`src/rtl/parking_gate_arbiter.sv`:
```
// Shared barrier-gate controller: arbitrates entry/exit requests, sequences open/hold/close, tracks occupancy.
// Define ARB_RR_EN for round-robin conflict resolution; otherwise exit has fixed priority.
module parking_gate_arbiter #(
    parameter int CAPACITY = 9,
    parameter int HOLD     = 3
) (
    input  logic       clock,
    input  logic       clear,
    input  logic       en,
    input  logic       req_in,
    input  logic       req_out,
    output logic       gate_open,
    output logic       gate_close,
    output logic       grant_in,
    output logic       grant_out,
    output logic [3:0] count,
    output logic       full,
    output logic       empty,
    output logic [1:0] state
);

    // Handshake: req_in/req_out are levels sampled only in IDLE; a grant_x
    // pulse (one cycle) acknowledges them and the requester must then drop it.

    typedef enum logic [1:0] {
        IDLE   = 2'd0,
        OPEN   = 2'd1,
        HOLD_S = 2'd2,
        CLOSE  = 2'd3
    } state_t;

    localparam int            HW        = (HOLD > 1) ? $clog2(HOLD) : 1;
    localparam logic [HW-1:0] HOLD_LAST = HW'(HOLD - 1);
    localparam logic [3:0]    CAP       = 4'(CAPACITY);

    state_t        st;
    logic [HW-1:0] hold_cnt;
    logic          elig_in;
    logic          elig_out;
    logic          pick_in;

`ifdef ARB_RR_EN
    logic last_in;  // 1 when the most recent grant went to entry
`endif

    assign full  = (count == CAP);
    assign empty = (count == 4'd0);
    assign state = st;

    always_comb begin
        elig_in  = req_in && !full && en;
        elig_out = req_out && !empty && en;
`ifdef ARB_RR_EN
        pick_in  = elig_in && (!elig_out || !last_in);
`else
        pick_in  = elig_in && !elig_out;
`endif
    end

    always_ff @(posedge clock) begin
        if (!clear) begin
            st         <= IDLE;
            hold_cnt   <= '0;
            count      <= 4'd0;
            gate_open  <= 1'b0;
            gate_close <= 1'b0;
            grant_in   <= 1'b0;
            grant_out  <= 1'b0;
`ifdef ARB_RR_EN
            last_in    <= 1'b0;
`endif
        end else begin
            case (st)
                IDLE: begin
                    if (elig_in || elig_out) begin
                        st        <= OPEN;
                        gate_open <= 1'b1;
                        if (pick_in) begin
                            grant_in <= 1'b1;
                            count    <= count + 4'd1;
`ifdef ARB_RR_EN
                            last_in  <= 1'b1;
`endif
                        end else begin
                            grant_out <= 1'b1;
                            count     <= count - 4'd1;
`ifdef ARB_RR_EN
                            last_in   <= 1'b0;
`endif
                        end
                    end
                end
                OPEN: begin
                    grant_in  <= 1'b0;
                    grant_out <= 1'b0;
                    hold_cnt  <= '0;
                    st        <= HOLD_S;
                end
                HOLD_S: begin
                    if (hold_cnt == HOLD_LAST) begin
                        hold_cnt   <= '0;
                        gate_open  <= 1'b0;
                        gate_close <= 1'b1;
                        st         <= CLOSE;
                    end else begin
                        hold_cnt <= hold_cnt + 1'b1;
                    end
                end
                CLOSE: begin
                    gate_close <= 1'b0;
                    st         <= IDLE;
                end
                default: st <= IDLE;
            endcase
        end
    end

endmodule

```
`config.mk`:
```
export PLATFORM = sky130hd
export DESIGN_NAME = parking_gate_arbiter
export DESIGN_NICKNAME = d
export VERILOG_FILES = /design/src/rtl/parking_gate_arbiter.sv
export SDC_FILE = /design/constraint.sdc
export NUM_CORES = 1
export LEC_CHECK = 0
export CORE_MARGIN = 2
export CORE_UTILIZATION = 45
export CTS_CLUSTER_SIZE = 14
export DETAILED_ROUTE_END_ITERATION = 7
export PLACE_DENSITY = 0.76
export SYNTH_ARGS = -nofsm -noshare
export SYNTH_HDL_FRONTEND = slang
export SYNTH_SLANG_ARGS = --single-unit
```
`constraint.sdc`:
```
create_clock -name clock -period 2.95 [get_ports clock]
set_input_delay 0.4425 -clock clock [delete_from_list [all_inputs] [get_ports clock]]
set_output_delay 0.4425 -clock clock [all_outputs]
set_load 0.005 [all_outputs]
```
# Word level (Yosys, flattened, before mapping)
# Index checks and enable logic that the tools add are counted.
[word_totals] ff_bits=12 wordCells=57 output_inout_bits=12
[op_classes] n_mux=17 n_reduce_logical=21 add_sub_neg=3 eq_ne=9
[ops] op="$reduce_and 3->1" n=3
[ops] op="$ne 2x2->1 const B" n=4
[ops] op="$pmux 1 s2" n=4
[ops] op="$pmux 2 s4" n=1
[ops] op="$reduce_bool 2->1" n=4
[ops] op="$mux 1" n=7
[ops] op="$eq 2x2->1 const B" n=3
[ops] op="$mux 2" n=3
[ops] op="$reduce_and 2->1" n=3
[ops] op="$logic_and 1x1->1" n=5
[ops] op="$add 4x1->4 const B" n=1
[ops] op="$eq 4x4->1 const B" n=1
[ops] op="$logic_not 4->1" n=1
[ops] op="$mux 4" n=1
[ops] op="$pmux 2 s2" n=1
[ops] op="$sub 4x1->4 const B" n=1
[ops] op="$logic_not 1->1" n=3
[ops] op="$add 2x1->2 const B" n=1
[ops] op="$eq 2x1->1 const B" n=1
[ops] op="$logic_not 2->1" n=1
[ops] op="$logic_or 1x1->1" n=1

# Logic depth before layout (Yosys ltp)
# Gate-level depths: netlist of run 1.
[depth] depth_word=9 depth_mapped=8 ltp_nobuf=8

# Least setup slack after synthesis of run 1
# No wires, ideal clock.
[synth_path] path_kind="register to register" from="reg count[3]" to="reg count[2]" setup_time_ns=0.072 slack_ns=1.090 synth_period_minus_slack_ns=1.860 arrival_time_ns=1.789 required_time_ns=2.878 path_stages_with_launch=9 path_cell_list="dfxtp_1 > nor4_4 > o211ai_1 > xor2_1 > ha_1 > nor2_1 > nand2_1 > mux2i_1 > mux2i_1"
[synth_via] elab_chain_len=7
[synth_lines] element="from (decl)" line_no="16" rtl="output logic [3:0] count,"
[synth_lines] element="from (signal assigned)" line_no="80" rtl="count <= count + 4'd1;"
[synth_lines] element="from (signal assigned)" line_no="86" rtl="count <= count - 4'd1;"
[synth_lines] element="$logic_not 4->1 *" line_no="47" rtl="assign empty = (count == 4'd0);"
[synth_lines] element="net empty" line_no="18" rtl="output logic empty,"
[synth_lines] element="$logic_not 1->1 *" line_no="52" rtl="elig_out = req_out && !empty && en;"
[synth_lines] element="$logic_and 1x1->1 * (2 in a row)" line_no="52"
[synth_lines] element="$logic_not 1->1" line_no="56" rtl="pick_in = elig_in && !elig_out;"
[synth_lines] element="$logic_and 1x1->1" line_no="56"
[synth_lines] element="$mux 4" line_no="78" rtl="if (pick_in) begin"
# The timed path passes the listed nets; every way through them passes the cells marked *.
# A chain may end at the register's enable or synchronous reset.

# Worst setup path after layout of run 1
[layout_path] from="reg count[3]" to="out empty"
[layout_via] elab_chain_len=1
[layout_lines] element="$logic_not 4->1" line_no="47"
[layout_lines] element="to (decl)" line_no="18"
# No other way between the ends.

==> impl_metrics.py, run 1 <==
metrics = {
    "timing": {
        "period_minus_slack_ns": 2.15,
        "timing_max_transition_violations_final": 0,
        "rsz_0062_raised_after_global_routing": "no",
        "timing_worst_slew_pin_value_ns": 0.427,
        "final_min_period_over_clock_period": 0.728,
        "fmaxAchievable_mhz": 465,
        "setup_tns_ns": 0,
        "skew_ns": 0.00675,
        "finalSetupViolations": 0,
        "max-slew-margin-rel": 0.713,
        "fin_hold_ws_ns": 0.463,
        "report.final.hold_viol_count": 0,
    },
    "clocking": {
        "cts.htree.levels": 1,
        "postCtsSetupBuffers": 0,
        "hold_buffers": 0,
        "tritoncts": "yes",
        "cts-buffers-inserted": 3,
        "cts_sink_cnt": 12,
        "cts_resized": 0,
        "worst_setup_hold_path_clk_slew_ns": 0.08,
        "clk-insertion-delay-late_ns": 0.27,
        "root_buffer": "sky130_fd_sc_hd__clkbuf_4",
        "cts_buffer_depth": 2,
    },
    "global_route": {
        "grt_first_pass_wirelength_um": 2720,
        "number_of_global_route_vias_before_repair": 655,
        "grt_antenna_before_repair": 0,
        "grt_max_degree": 12,
        "total_congestion_overflow": 0,
        "grt_use_total": 0.182,
    },
    "routing": {
        "drc": 0,
        "detail_route.wirelength_um": 1500,
        "detail_route.iter0.violations": 15,
        "highest-signal-layer": "met4",
        "detail_route.vias_per_cell": 5.84,
        "wire_per_inst_um": 12.9,
        "final_ant_viol_nets": 0,
        "detailroute.via_count": 678,
        "wirelength_met1_um": 699,
        "tritonroute_pass_1_iters": 4,
        "total_length_of_routed_met2_wires_um": 711,
        "dr_wl_met3_um": 69,
    },
    "final_layout": {
        "layout-area-overhead-vs-synth_pct": 26.9,
        "antenna_cells": 0,
        "layout.filler_cells": 131,
        "finish.net_count": 112,
        "layout.cells.most_common_list": "16 x sky130_fd_sc_hd__clkdlybuf4s50_1, 12 x sky130_fd_sc_hd__dfxtp_1, 6 x sky130_fd_sc_hd__nand2_1",
        "finalCoreUtilization": 0.612,
        "design_area_um2": 922,
        "drive_above_1_share": 0.0900,
        "final_common_cell": "sky130_fd_sc_hd__clkdlybuf4s50_1",
    },
    "synth": {
        "synthTopCellsByArea": "sky130_fd_sc_hd__dfxtp_1 33%, sky130_fd_sc_hd__ha_1 8.6%, sky130_fd_sc_hd__mux2i_1 5.5%",
        "syn_inst": 83,
        "synth_edf_count": 0,
        "netlist.top_cell.by_area": "sky130_fd_sc_hd__dfxtp_1",
        "netlist_area_um2": 727,
        "synth-seq-area-share": 0.330,
        "average_cell_area_after_synthesis_um2": 8.76,
        "synth_flop_cell": "sky130_fd_sc_hd__dfxtp_1",
        "synth_nets": 93,
        "asyncSetResetFlopFracSynth": 0,
        "netlist-cell-type-count": 34,
        "netlist.area_leader.share": 0.330,
        "synth_warnings": 0,
        "synth-seq-cells": 12,
    },
    "critical_path": {
        "crit_path_cell_trace": "nor4_4 > clkdlybuf4s50_1",
        "worst_r2r_path_depth": 8,
        "crit_buf_inv": 1,
        "end_kind": "output port",
        "critical_path_class": "flip-flop to output port",
        "worst_path_dominant_cell_family": "buffers and inverters",
        "regToRegStartpoint": "count[3]",
        "rr_endpoint": "count[2]",
        "critical_path_arrival_ns": 1.71,
        "crit_path_top_delay_cell": "sky130_fd_sc_hd__clkdlybuf4s50_1",
        "regToRegSetupSlack_ns": 0.92,
        "timing.critical_path.from_type": "flip-flop",
        "required_time_at_the_endpoint_of_the_critical_path_ns": 2.51,
        "largest_fanout_on_the_critical_path": 6,
        "cpPeakStageDelay_ns": 0.58,
    },
    "floorplanning": {
        "fp.dieH_um": 44.2,
        "io_pins": 17,
        "floorplan.initialDensity": 0.483,
        "core_area_mm2": 0.00151,
        "die-area_mm2": 0.00195,
        "floorplan.die.width_um": 44.2,
        "placementRows": 14,
    },
    "hold_path": {
        "worstHoldStart": "grant_out",
        "worstHoldEndpoint": "grant_out",
        "min_path_cells": 2,
        "worst_hold_check_path_type": "flip-flop to flip-flop",
    },
    "place": {
        "placement.io_buffers": 16,
        "placed_area_um2": 900,
        "gp_congestion": 0.815,
        "hpwl_um": 1120,
    },
    "power": {
        "total_power_uw": 770,
        "power.leakage_uw": 0.000347,
        "worst_ir_drop_vdd_v": 0.000494,
        "power_switching_share": 0.393,
        "internal-power_uw": 467,
        "p_seq_frac": 0.338,
        "clock_power_share": 0.132,
        "pwr-share-comb": 0.530,
        "netSwitchingPower_uw": 303,
        "power_density_mw_per_mm2": 835,
    },
    "outcome": {
        "outcome": "finished, final reports clean",
    },
    "flow_run": {
        "total_of_max_cap_violations": 0,
    },
}
[metrics by stage]
stage               setup slack, ns  instances
finish                        0.802        116
global placement              0.712        113
CTS                           0.795        116
global route                  0.699        116
detailed placement            0.644        113
floorplan                      1.09         83
[per-layer routing]
| metal | vias to the layer above | track usage |
|---|---|---|
| met1 | 312 | 0.235 |
| met4 | 0 | 0.0848 |
| met5 | - | 0 |
| met2 | 24 | 0.294 |
| li1 | 338 | - |
| met3 | 4 | 0.0327 |
[cell type report]
class	instances	area, µm²	share of cell area
inverters	7	26.3	0.0285
well taps	16	20.0	0.0217
flip-flops and latches	12	240	0.261
repair buffers	16	160	0.174
clock buffers	3	22.5	0.0244
multi-input cells	62	453	0.491
[flip-flops by register name, summed over array words and instances, names as in the netlist]
register	count
count	4
state	2
gate_close	1
gate_open	1
grant_in	1
hold_cnt	2
grant_out	1
[synth_stat cells (all sizes together), types with 2 or more instances]
cell type and number:
inv 7, o21ai 4, and2 3, o211ai 2
o22ai 2, clkbuf 2, nor2 5, nand3 3
mux2i 4, dfxtp 12, nand2b 2, a21oi 5
nand2 6, nand3b 2, nand4 4, ha 5
[kinds of logic (layout without fill, tap and decap cells)]
group / after synthesis / after routing / share of synthesized area
XOR/XNOR: 2 / 2 / 0.0241
buffers and inverters: 9 / 26 / 0.0465
multiplexers: 4 / 4 / 0.0551
AO/OA/AOI/OAI: 20 / 20 / 0.196
AND/OR/NAND/NOR: 31 / 31 / 0.262
flip-flops: 12 / 12 / 0.330
adder cells (fa/ha/maj): 5 / 5 / 0.0861
[tightest hold or removal path: stages, from the launching register on]
cell	delay, ns
sky130_fd_sc_hd__dfxtp_1	0.31
sky130_fd_sc_hd__nand2_1	0.05
sky130_fd_sc_hd__o32ai_1	0.05
[worst max path at each step]
stage / from / endpoint / depth (start not counted)
CTS: count[3] / empty / 2
detailed placement: en / count[2] / 9
global route: count[2] / count[2] / 8
floorplan: count[3] / count[2] / 8
global placement: en / count[2] / 9
finish: count[3] / empty / 2
[power groups by stage]
stage / logic, µW / clock network (µW) / registers, µW
finish: 408 / 101 / 261
global route: 460 / 109 / 268
CTS: 409 / 105 / 261
detailed placement: 407 / 0 / 264
global placement: 406 / 0 / 262
floorplan: 260 / 0 / 257
(Power assumes the default switching activity.)
==> inputs of run 2 (changes only) <==
clock period = 2.17 ns   (was 2.95 ns; I/O delays follow)
==> impl_metrics.py, run 2 (synthesis results as in run 1) <==
metrics = {
    "final_layout": {
        "layout.filler_cells": 144,
        "largest_register_ff_count": 4,
        "final_common_cell": "sky130_fd_sc_hd__clkdlybuf4s50_1",
        "area_used_by_multi_input_combinational_logic_um2": 453,
        "layout.cells.most_common_list": "16 x sky130_fd_sc_hd__clkdlybuf4s50_1, 11 x sky130_fd_sc_hd__dfxtp_1, 6 x sky130_fd_sc_hd__nand2_1",
        "antenna_cells": 0,
        "drive_above_1_share": 0.135,
        "largest-register": "count",
        "layout-area-overhead-vs-synth_pct": 32.0,
        "finalCoreUtilization": 0.637,
        "finish.net_count": 115,
        "final-seq-area_um2": 241,
    },
    "floorplanning": {
        "floorplan.initialDensity": 0.483,
        "placementRows": 14,
        "fp.dieH_um": 44.2,
        "core_area_mm2": 0.00151,
        "io_pins": 17,
        "floorplan.die.width_um": 44.2,
        "die-area_mm2": 0.00195,
    },
    "critical_path": {
        "required_time_at_the_endpoint_of_the_critical_path_ns": 1.84,
        "critical_path_class": "flip-flop to output port",
        "crit_buf_inv": 2,
        "largest_fanout_on_the_critical_path": 8,
        "critical_path_arrival_ns": 1.68,
        "cpPeakStageDelay_ns": 0.51,
        "crit_path_cell_trace": "nand4bb_1 > inv_2 > clkdlybuf4s50_1",
        "crit_path_top_delay_cell": "sky130_fd_sc_hd__clkdlybuf4s50_1",
        "worst_path_dominant_cell_family": "buffers and inverters",
        "end_kind": "output port",
        "timing.critical_path.from_type": "flip-flop",
    },
    "timing": {
        "finalSetupViolations": 0,
        "final_min_period_over_clock_period": 0.925,
        "timing_max_transition_violations_final": 0,
        "fmaxAchievable_mhz": 498,
        "report.final.hold_viol_count": 0,
        "rsz_0062_raised_after_global_routing": "no",
        "period_minus_slack_ns": 2.01,
        "max-slew-margin-rel": 0.737,
        "timing_worst_slew_pin_value_ns": 0.394,
        "setup_tns_ns": 0,
        "fin_hold_ws_ns": 0.471,
        "skew_ns": 0.00488,
    },
    "clocking": {
        "cts.htree.levels": 1,
        "cts-buffers-inserted": 3,
        "worst_setup_hold_path_clk_slew_ns": 0.07,
        "postCtsSetupBuffers": 0,
        "cts_buffer_depth": 2,
        "clk-insertion-delay-late_ns": 0.27,
        "root_buffer": "sky130_fd_sc_hd__clkbuf_4",
        "cts_sink_cnt": 12,
        "tritoncts": "yes",
    },
    "routing": {
        "wire_per_inst_um": 13.2,
        "final_ant_viol_nets": 0,
        "detail_route.wirelength_um": 1580,
        "tritonroute_pass_1_iters": 4,
        "detail_route.vias_per_cell": 5.63,
        "drc": 0,
        "detail_route.iter0.violations": 7,
        "detailroute.via_count": 676,
    },
    "power": {
        "worst_ir_drop_vdd_v": 0.000804,
        "power.leakage_uw": 0.000369,
        "total_power_uw": 1130,
        "power_density_mw_per_mm2": 1170,
    },
    "global_route": {
        "number_of_global_route_vias_before_repair": 641,
        "grt_max_degree": 12,
        "grt_antenna_before_repair": 0,
        "grt_use_total": 0.196,
        "grt_first_pass_wirelength_um": 2830,
        "total_congestion_overflow": 0,
    },
    "place": {
        "placement.io_buffers": 16,
        "gp_congestion": 0.778,
        "hpwl_um": 1220,
    },
    "outcome": {
        "outcome": "finished, final reports clean",
    },
    "hold_path": {
        "worst_hold_check_path_type": "flip-flop to flip-flop",
    },
    "flow_run": {
        "total_of_max_cap_violations": 0,
    },
}
-- run 2: changes by cell type in the layout (fill, tap and decap cells not counted), sizes merged --
cell	previous run	this run
clkbuf	3	4
buf	0	3
-- run 2: timing repair --
item | in CTS | in global routing
endpoints found under the hold margin | 0 | 0
gates resized for setup | 0 | 1
setup endpoints to repair | 0 | 1
hold buffers | 0 | 0
-- run 2: area by class of cell --
cell class	instances	area share
Clock buffer	4	0.0378
Sequential cell	12	0.252
Timing Repair Buffer	19	0.190
Inverter	7	0.0274
Multi-Input combinational cell	62	0.472
Tap cell	16	0.0209
-- run 2: routing by layer --
metal / global-route usage / wire length [µm] / vias up
met4: 0.0727 / 26 / 0
met3: 0.0408 / 60 / 5
li1: - / - / 349
met1: 0.251 / 776 / 306
met2: 0.324 / 716 / 16
met5: 0 / 0 / -
-- run 2: per-stage QoR --
stage	area (µm²)	worst slack [ns]	instances
after floorplan	727	0.310	83
after global placement	922	0.130	116
after detailed placement	922	0.0546	116
after CTS	958	0.111	120
after global routing	960	0.0183	120
final	960	0.164	120
-- run 2: where the power goes --
group          internal, µW  leakage, µW  switching (µW)  total, µW
Combinational           318     0.000250             278        596
Sequential              277    0.0000982            80.2        357
Clock                   102    0.0000210            72.1        174
-- run 2: tightest hold or removal path, stage by stage (launching register included) --
cell and delay, ns:
sky130_fd_sc_hd__dfxtp_1 0.31, sky130_fd_sc_hd__nand2_1 0.05, sky130_fd_sc_hd__o32ai_1 0.06
-- run 2: path summary, 6_finish.rpt --
kind / cells past startpoint / start / slack [ns] / to
hold / removal: 2 / grant_out / 0.47 / grant_out
hold reg to reg: 2 / grant_out / 0.47 / grant_out
setup / recovery: 3 / count[1] / 0.16 / full
setup reg to reg: 8 / count[1] / 0.21 / count[2]
